### src/rtl/microc_pkg.sv
// Shared definitions for the microc_stack core: ALU op encoding, stack
// occupancy states, instruction field offsets and parameter legality.
package microc_pkg;

  typedef enum logic [2:0] {
    ALU_PASS_A = 3'b000,
    ALU_NOT_A  = 3'b001,
    ALU_ADD    = 3'b010,
    ALU_SUB    = 3'b011,
    ALU_AND    = 3'b100,
    ALU_OR     = 3'b101,
    ALU_NEG_A  = 3'b110,
    ALU_NEG_B  = 3'b111
  } alu_op_e;

  typedef enum logic [1:0] {
    STK_EMPTY   = 2'b00,
    STK_PARTIAL = 2'b01,
    STK_FULL    = 2'b10
  } stk_state_e;

  localparam int unsigned OPC_W      = 6;
  localparam int unsigned RA1_LSB    = 0;
  localparam int unsigned TARGET_LSB = 0;

  function automatic int unsigned ra2_lsb(input int unsigned raw);
    return raw;
  endfunction

  function automatic int unsigned wa3_lsb(input int unsigned raw);
    return 2 * raw;
  endfunction

  function automatic int unsigned inm_lsb(input int unsigned raw);
    return raw;
  endfunction

  function automatic int unsigned opc_lsb(input int unsigned iw);
    return iw - OPC_W;
  endfunction

  // True when the field layout fits the instruction word without overlap.
  function automatic bit params_legal(input int unsigned iw, input int unsigned dw,
                                      input int unsigned pcw, input int unsigned nreg,
                                      input int unsigned sdepth);
    int unsigned raw;
    raw = $clog2(nreg);
    return (nreg >= 2) && ((1 << raw) == nreg) &&
           (iw >= 3 * raw + OPC_W) && (iw >= dw + raw) &&
           (iw >= pcw + OPC_W) && (sdepth >= 2);
  endfunction

endpackage

### src/rtl/ret_stack.sv
// Return-address stack: push/pop of PCW-bit addresses, SDEPTH entries deep.
// Entry contents are not reset; only the stack pointer is.
module ret_stack
  import microc_pkg::*;
#(
  parameter int unsigned PCW    = 10,
  parameter int unsigned SDEPTH = 8
) (
  input  logic           clk,
  input  logic           reset,
  input  logic           push,
  input  logic           pop,
  input  logic [PCW-1:0] din,
  output logic [PCW-1:0] top,
  output logic           full,
  output logic           empty
);

  localparam int unsigned SPW = $clog2(SDEPTH + 1);
  localparam int unsigned AW  = $clog2(SDEPTH);

  logic [PCW-1:0] mem [SDEPTH];
  logic [SPW-1:0] sp;
  logic [AW-1:0]  wr_idx;
  logic [AW-1:0]  rd_idx;
  stk_state_e     state;

  assign wr_idx = sp[AW-1:0];
  assign rd_idx = AW'(sp - SPW'(1));
  assign top    = mem[rd_idx];
  assign full   = (state == STK_FULL);
  assign empty  = (state == STK_EMPTY);

  // Stack pointer: increments on an accepted push, decrements on an accepted pop.
  always_ff @(posedge clk or posedge reset) begin
    if (reset) begin
      sp <= '0;
    end else if (push && !full) begin
      sp <= sp + SPW'(1);
    end else if (pop && !empty) begin
      sp <= sp - SPW'(1);
    end
  end

  // Entry storage, written at the slot above the current top.
  always_ff @(posedge clk) begin
    if (push && !full) begin
      mem[wr_idx] <= din;
    end
  end

  // Occupancy state decoded from the stack pointer.
  always_comb begin
    state = STK_PARTIAL;
    if (sp == '0) begin
      state = STK_EMPTY;
    end else if (sp == SPW'(SDEPTH)) begin
      state = STK_FULL;
    end
  end

endmodule

### src/rtl/microc_stack.sv
// Microcontroller datapath: register file, ALU, zero flag and program
// counter with call/return via the ret_stack sub-module.
module microc_stack
  import microc_pkg::*;
#(
  parameter int unsigned DW     = 8,
  parameter int unsigned PCW    = 10,
  parameter int unsigned NREG   = 16,
  parameter int unsigned IW     = 16,
  parameter int unsigned SDEPTH = 8
) (
  input  logic           clk,
  input  logic           reset,
  input  logic           en,
  input  logic [IW-1:0]  instr,
  output logic [PCW-1:0] pc,
  output logic [5:0]     opcode,
  input  logic           s_inc,
  input  logic           s_skip,
  input  logic           s_inm,
  input  logic           we3,
  input  logic           wez,
  input  logic [2:0]     op,
  input  logic           s_call,
  input  logic           s_ret,
  output logic           z,
  output logic           stk_ovf,
  output logic           stk_unf
);

  localparam int unsigned RAW       = $clog2(NREG);
  localparam int unsigned RA2_LSB   = ra2_lsb(RAW);
  localparam int unsigned WA3_LSB   = wa3_lsb(RAW);
  localparam int unsigned INM_LSB   = inm_lsb(RAW);
  localparam int unsigned OPC_LSB   = opc_lsb(IW);
  localparam bit          PARAMS_OK = params_legal(IW, DW, PCW, NREG, SDEPTH);

  logic [RAW-1:0] ra1, ra2, wa3;
  logic [DW-1:0]  inm, rd1, rd2, alu_out, wd3;
  logic [PCW-1:0] target, pc_next, pc_inc1, pc_inc2, stk_top;
  logic [DW-1:0]  regs [NREG];
  logic           do_call, do_ret, push, pop, stk_full, stk_empty;

  assign ra1    = instr[RA1_LSB +: RAW];
  assign ra2    = instr[RA2_LSB +: RAW];
  assign wa3    = instr[WA3_LSB +: RAW];
  assign inm    = instr[INM_LSB +: DW];
  assign target = instr[TARGET_LSB +: PCW];
  assign opcode = instr[OPC_LSB +: OPC_W];

  // Flags an illegal parameter set; with NREG=16 the opcode needs IW >= 18 to stay clear of wa3.
  always_comb begin : chk_params
    assert (PARAMS_OK) else $error("microc_stack: IW too narrow for field layout");
  end

  // Combinational register reads; r0 is hardwired to zero.
  always_comb begin
    rd1 = (ra1 == '0) ? '0 : regs[ra1];
    rd2 = (ra2 == '0) ? '0 : regs[ra2];
  end

  // ALU, results wrap at DW bits.
  always_comb begin
    alu_out = rd1;
    unique case (alu_op_e'(op))
      ALU_PASS_A: alu_out = rd1;
      ALU_NOT_A:  alu_out = ~rd1;
      ALU_ADD:    alu_out = rd1 + rd2;
      ALU_SUB:    alu_out = rd1 - rd2;
      ALU_AND:    alu_out = rd1 & rd2;
      ALU_OR:     alu_out = rd1 | rd2;
      ALU_NEG_A:  alu_out = -rd1;
      ALU_NEG_B:  alu_out = -rd2;
      default:    alu_out = rd1;
    endcase
  end

  assign wd3 = s_inm ? inm : alu_out;

  // Register file write; writes to r0 are dropped.
  always_ff @(posedge clk or posedge reset) begin
    if (reset) begin
      for (int unsigned i = 0; i < NREG; i++) begin
        regs[i] <= '0;
      end
    end else if (en && we3 && (wa3 != '0)) begin
      regs[wa3] <= wd3;
    end
  end

  // Zero flag.
  always_ff @(posedge clk or posedge reset) begin
    if (reset) begin
      z <= 1'b0;
    end else if (en && wez) begin
      z <= (alu_out == '0);
    end
  end

  // Return wins over call when both are requested.
  assign do_ret  = s_ret;
  assign do_call = s_call && !s_ret;
  assign push    = en && do_call && !stk_full;
  assign pop     = en && do_ret && !stk_empty;
  assign pc_inc1 = pc + PCW'(1);
  assign pc_inc2 = pc + PCW'(2);

  // Next-PC selection: return, call, jump, then sequential.
  always_comb begin
    pc_next = s_skip ? pc_inc2 : pc_inc1;
    if (do_ret) begin
      pc_next = stk_empty ? pc_inc1 : stk_top;
    end else if (do_call || !s_inc) begin
      pc_next = target;
    end
  end

  // Program counter register.
  always_ff @(posedge clk or posedge reset) begin
    if (reset) begin
      pc <= '0;
    end else if (en) begin
      pc <= pc_next;
    end
  end

  // Sticky stack error flags, cleared only by reset.
  always_ff @(posedge clk or posedge reset) begin
    if (reset) begin
      stk_ovf <= 1'b0;
      stk_unf <= 1'b0;
    end else if (en) begin
      if (do_call && stk_full) stk_ovf <= 1'b1;
      if (do_ret && stk_empty) stk_unf <= 1'b1;
    end
  end

  ret_stack #(
    .PCW    (PCW),
    .SDEPTH (SDEPTH)
  ) u_ret_stack (
    .clk   (clk),
    .reset (reset),
    .push  (push),
    .pop   (pop),
    .din   (pc_inc1),
    .top   (stk_top),
    .full  (stk_full),
    .empty (stk_empty)
  );

endmodule
### config.mk
export PLATFORM = sky130hd
export DESIGN_NAME = microc_stack
export DESIGN_NICKNAME = d
export VERILOG_FILES = /design/src/rtl/microc_pkg.sv /design/src/rtl/ret_stack.sv /design/src/rtl/microc_stack.sv
export SDC_FILE = /design/constraint.sdc
export NUM_CORES = 1
export LEC_CHECK = 0
export BUFFER_PORTS_ARGS = -buffer_cell sky130_fd_sc_hd__buf_2
export CAP_MARGIN = 10
export CORE_UTILIZATION = 50
export DETAILED_ROUTE_END_ITERATION = 10
export PLACE_DENSITY = 0.71
export SLEW_MARGIN = 10
export SYNTH_ARGS = -nofsm -noshare
export SYNTH_HDL_FRONTEND = slang
export SYNTH_SLANG_ARGS = --single-unit
export TNS_END_PERCENT = 20
### constraint.sdc
create_clock -name clk -period 7.5 [get_ports clk]
set_clock_uncertainty 0.15 [all_clocks]
set_input_delay 1.125 -clock clk [delete_from_list [all_inputs] [get_ports clk]]
set_output_delay 1.125 -clock clk [all_outputs]
set_load 0.02 [all_outputs]
[Word level (Yosys, flattened, before mapping)]
Memory sizes are Yosys's and may differ from the RTL's.
Cells that the tools add are included.
Cells by class
  add/subtract/negate cells: 8
  magnitude comparators: 4
  equal/unequal tests: 9
  multiplexer cells: 23
  bitwise logic cells: 6
  reduce and logical (&&, ||, !) cells: 28
Operators by type and width (number)
  $bwmux W128: 1
  $bmux W8 S4: 2
  $mux W8: 8
  $pmux W8 S8: 1
  $mux W10: 4
  $demux W8 S4: 1
  $neg A8 Y8: 2
  $ge A5 B5 Y1 const B: 3
  $not A4 Y5: 3
  $logic_and A1 B1 Y1: 13
  $eq A3 B3 Y1 const B: 4
  $logic_not A4 Y1: 3
  $add A10 B1 Y10 const B: 1
  $add A10 B2 Y10 const B: 1
  $add A8 B8 Y8: 1
  $and A8 B8 Y8: 1
  $logic_not A8 Y1: 1
  $mux W4: 2
  $not A8 Y8: 1
  $or A8 B8 Y8: 1
  $sub A8 B8 Y8: 1
  $eq A3 B2 Y1 const B: 2
  $lt A5 B1 Y1 const B: 1
  $add A4 B1 Y4 const B: 1
  other kinds (13): 19
Storage, ports and cells
  register bits: 145
  RAM bits: 80
  output and inout bits: 19
  memories: 1
Memories
  u_ret_stack.mem: depth 8, width 10, read ports 1, clocked after Yosys merged registers in 0, wr ports 1, line ret_stack.sv:22  | logic [PCW-1:0] mem [SDEPTH];

[Longest topological paths before layout]
  depth in word-level cells: 9
  gate-level depth with buffers: 22
  gate-level depth less buffers: 18

[By module]
A second synthesis with hierarchy kept.
Unflattened totals
  cells, all modules: 1026
  area total of the unflattened synthesis: 12866.1 µm²
Modules (own cells, without submodules)
  microc_stack: instances 1, cells each 858, area an instance 9415.3 µm², sequential area each 3528.4 µm²
  ret_stack: instances 1, cells each 168, area an instance 3450.8 µm², sequential area each 2502.4 µm²

[Least setup slack after synthesis]
OpenSTA, ideal clock, no wires.
  kind: in2reg
  start point: input instr[4]
  end point: register regs[30] (netlist bit)
  arrival: 5252 ps
  required time: 7225 ps
  slack: 1973 ps
  stages: 21
  path buffers: 4
  cell sequence: buf_6 -> buf_6 -> buf_4 -> mux4_2 -> mux2i_1 -> nor2_1 -> a21oi_1 -> ha_1 -> nand2_1 -> o21ai_0 -> fa_1 -> nor2b_1 -> o21ai_0 -> a21boi_0 -> o21ai_0 -> a311o_1 -> o211ai_1 -> o2111ai_1 -> mux2_2 -> clkbuf_2 -> mux2_2
Between the ends
  word-level cells in the longest chain between the ends: 9
  elaborated cells on any way between the ends: 14
  those cells by class: add/sub: 3; mux: 7; bitwise: 3; reduce/logical: 1
RTL lines
  from (decl): line microc_stack.sv:15  | input logic [IW-1:0] instr,
  $not A4 Y5 (not written as such): line microc_stack.sv:59  | rd2 = (ra2 == '0) ? '0 : regs[ra2];
  $bmux W8 S4: line microc_stack.sv:59
  $mux W8 (not written as such) (2 in series): line microc_stack.sv:59
  $mux W8 *: line microc_stack.sv:59
  $neg A8 Y8, or another cell as far along: line microc_stack.sv:73  | ALU_NEG_B: alu_out = -rd2;
  $pmux W8 S8 *: line microc_stack.sv:65  | unique case (alu_op_e'(op))
  $mux W8 *: line microc_stack.sv:78  | assign wd3 = s_inm ? inm : alu_out;
  $bwmux W128 *: line microc_stack.sv:87  | regs[wa3] <= wd3;
  to (signal, indexed assignment): line microc_stack.sv:87
  to (decl): line microc_stack.sv:41  | logic [DW-1:0] regs [NREG];
Every way passes the cells marked *; elsewhere a longest branch is shown, timed or not. The select of a mux whose other input is x is not followed.
A chain may end at the register's enable or synchronous reset.

[Worst setup path in the final report]
  start point: input instr[4]
  end point: register regs[39] (netlist bit)
Same word-level chain as after synthesis.

==> flow_metrics.tcl <==
set metrics [dict create \
    status "complete, no violations" \
    gp_congestion 0.865 \
    clockBufferDepth 3 \
    synth_area_um2 12500 \
    cts_buffers 25 \
    yosysTopAreaCell "dfrtp_1" \
    fp.dieH_um 160 \
    worstMarginPinSlew_ps 1250 \
    synth_edf_count 80 \
    syn_inst 1031 \
    io_pins 48 \
    min_path_type "reg2reg" \
    hold_path_end "regs[124]" \
    synth.area.top_cells "dfrtp_1 29%, edfxtp_1 19%, mux4_2 13%" \
    synth_cell_types 71 \
    instances_no_fill 1368 \
    ant_nets 0 \
    routed_via_density 6.24 \
    dr.pass1.iters 5 \
    path_delay_family "compound AO/OA/AOI/OAI gates" \
    power_density_nw_per_um2 345 \
    period_needed_ps 6090 \
    worstPathRequired_ps 7710 \
    wl_per_cell_um 23.0 \
    finalNetCount 1072 \
    post-synth-top-count-cell "dfrtp_1" \
    dp.cells 1324 \
    clkTransAtPathRegs_ps 60 \
    ys_seq_area_share_pct 47.9 \
    reg2reg_from "regs[65]" \
    slowest_delay_ps 740 \
    slowest_stage "buf_2" \
    cts-root-buf "clkbuf_16" \
    synth.net_count 1076 \
    r2r_cells 18 \
    clock_latency_ps 550 \
    grtUsageTotal_pct 25.1 \
    max_cap_viol_count 0 \
    fp.dieArea_um2 25700 \
    drtIter0Drc 727 \
    grt_first_pass_wirelength_um 49700 \
    ctsResizeCount 0 \
    clock_sinks 224 \
    cp_max_fo 30 \
    initial_core_util_pct 51.2 \
    path_buf_inv 2 \
    synthTopCellsByCount "144 x dfrtp_1, 107 x mux2_2, 86 x nor2_1" \
    fin_crit_sh_pct 81.2 \
    avgSynthCellArea_um2 12.2 \
    port_buffers 39 \
    clock.fmax_mhz 164 \
    worstSetupEndpointType "flip-flop" \
    hold_viol_final 0 \
    post-cts-setup-buffer-count 0 \
    die_w_um 160 \
    cp_cell_sequence "buf_2 -> mux4_2 -> mux2i_1 -> nor2_1 -> a21oi_1 -> ha_1 -> nand2_1 -> o21ai_0 -> inv_1 -> ha_1 -> nor2b_1 -> o21a_1 -> o21ai_0 -> a211oi_1 -> or3_1 -> and3_1 -> o21a_1 -> o211ai_2 -> a31oi_1" \
    ctsHtreeMaxLevel 1 \
    grt-ovfl-total 0 \
    power_leakage_nw 5.52 \
    core_um2 24500 \
    postSynth.asyncResetShare_pct 64.3 \
    finalSetupTns_ps 0 \
    dpl.hpwl_um 21200 \
    cp.arrival_ps 6300 \
    holdBufCountCts 0 \
    crit_type "in2reg" \
    syn_to_final_growth_pct 9.74 \
    ys_ff_latch 224 \
    antenna_found_initial 0 \
    ir_worst_vdd_uv 241 \
    critPathLaunchType "input pin" \
    row_count 57 \
    diodes 0 \
    slew_viol_final 0 \
    r2r_setup_slack_ps 2490 \
    drive_gt1_share_pct 27.1 \
    hold_ws_ps 225 \
    grt_max_degree 75 \
    r2r_end "regs[39]" \
    max_slew_margin_pct 16.5 \
    vias 8539 \
    finalSetupViolCount 0 \
    synth_ff_type "dfrtp_1" \
    drt_wl_total_um 31400 \
    drc 0 \
    cts_tree "built" \
    yosys_warnings 0 \
    hold_depth 0 \
    synth.top_cell.area_share_pct 28.8 \
    grt_setup_unrepaired "false" \
    holdCritStartpoint "regs[124]" \
    grt_pass1_vias 8630 \
]
per-stage QoR:
stage          setup slack (ps)  area (um2)  utilization (%)  power (mW)
6_report                   1410       13700             56.2        4.75
5_1_grt                    1090       13700             56.2        4.99
4_1_cts                    1400       13700             56.2        4.77
3_5_place_dp                835       12900             52.7        3.47
3_3_place_gp                923       12900             52.7        3.41
2_1_floorplan              1970       12500                -        3.02
metal layers:
metal | vias to the layer above | global-route usage [%] | part of all wire, %
li1 | 3845 | - | -
met1 | 4332 | 34.1 | 43
met2 | 289 | 41.5 | 49
met3 | 73 | 3.28 | 5.6
met4 | 0 | 9.05 | 3.4
met5 | - | 0 | 0
cells in the final DEF (no fill, tap or decap), drive strengths merged, types with 12 or more instances in the layout:
master	count
nor2b	12
a21oi	59
nand2b	16
mux2i	45
ha	15
nand2	66
clkbuf	33
mux4	70
xor2	18
edfxtp	80
mux2	108
dfrtp	144
buf	55
o21ai	48
inv	22
xnor2	14
a211oi	12
nor2	86
nand3	14
worst register-to-register path, cell delays in order, from the launching register on:
cell,delay (ps)
dfrtp_1,390
mux4_2,470
mux2i_1,240
nor2_1,150
a21oi_1,340
ha_1,310
nand2_1,60
o21ai_0,150
inv_1,100
ha_1,220
nor2b_1,130
o21a_1,170
o21ai_0,270
a211oi_1,150
or3_1,380
and3_1,170
o21a_1,200
o211ai_2,590
a31oi_1,190
how the worst max path moves through the flow:
stage | start | slack, ps | endpoint | cells past startpoint
floorplan | instr[4] | 1970 | regs[30] | 21
detailed placement | instr[4] | 830 | regs[15] | 19
global placement | instr[4] | 920 | regs[55] | 19
global route | instr[4] | 1090 | regs[39] | 19
CTS | instr[4] | 1400 | regs[39] | 19
finish | instr[4] | 1410 | regs[39] | 19
where the power goes:
| group | leakage (nW) | switching [mW] | internal, mW |
|---|---|---|---|
| Clock | 0.430 | 0.498 | 0.791 |
| Combinational | 2.55 | 0.904 | 0.759 |
| Sequential | 2.54 | 0.209 | 1.59 |
logic make-up after synthesis:
kind of cell    after synthesis  synth area share, %
simple gates                238                 8.83
flops                       224                 47.9
mux                         223                 25.9
compound gates              190                 9.61
buf+inv                     107                 3.74
xor+xnor                     32                 2.24
fa+ha+maj                    17                 1.74
final cells by class:
cell class                      count  area [um2]
Clock buffer                       33         696
Timing Repair Buffer               55         315
Tap cell                          324         405
Inverter                           21        83.8
Fill cell                        1978       10700
Clock inverter                     11         173
Sequential cell                   224        6010
Multi-Input combinational cell    700        6070
flip-flops by register name, summed over array words and instances (netlist names):
signal           flops
pc                  10
regs               127
stk_ovf              1
stk_unf              1
u_ret_stack.mem     80
u_ret_stack.sp       4
z                    1
Note: power is estimated with default switching activity, not from simulation.
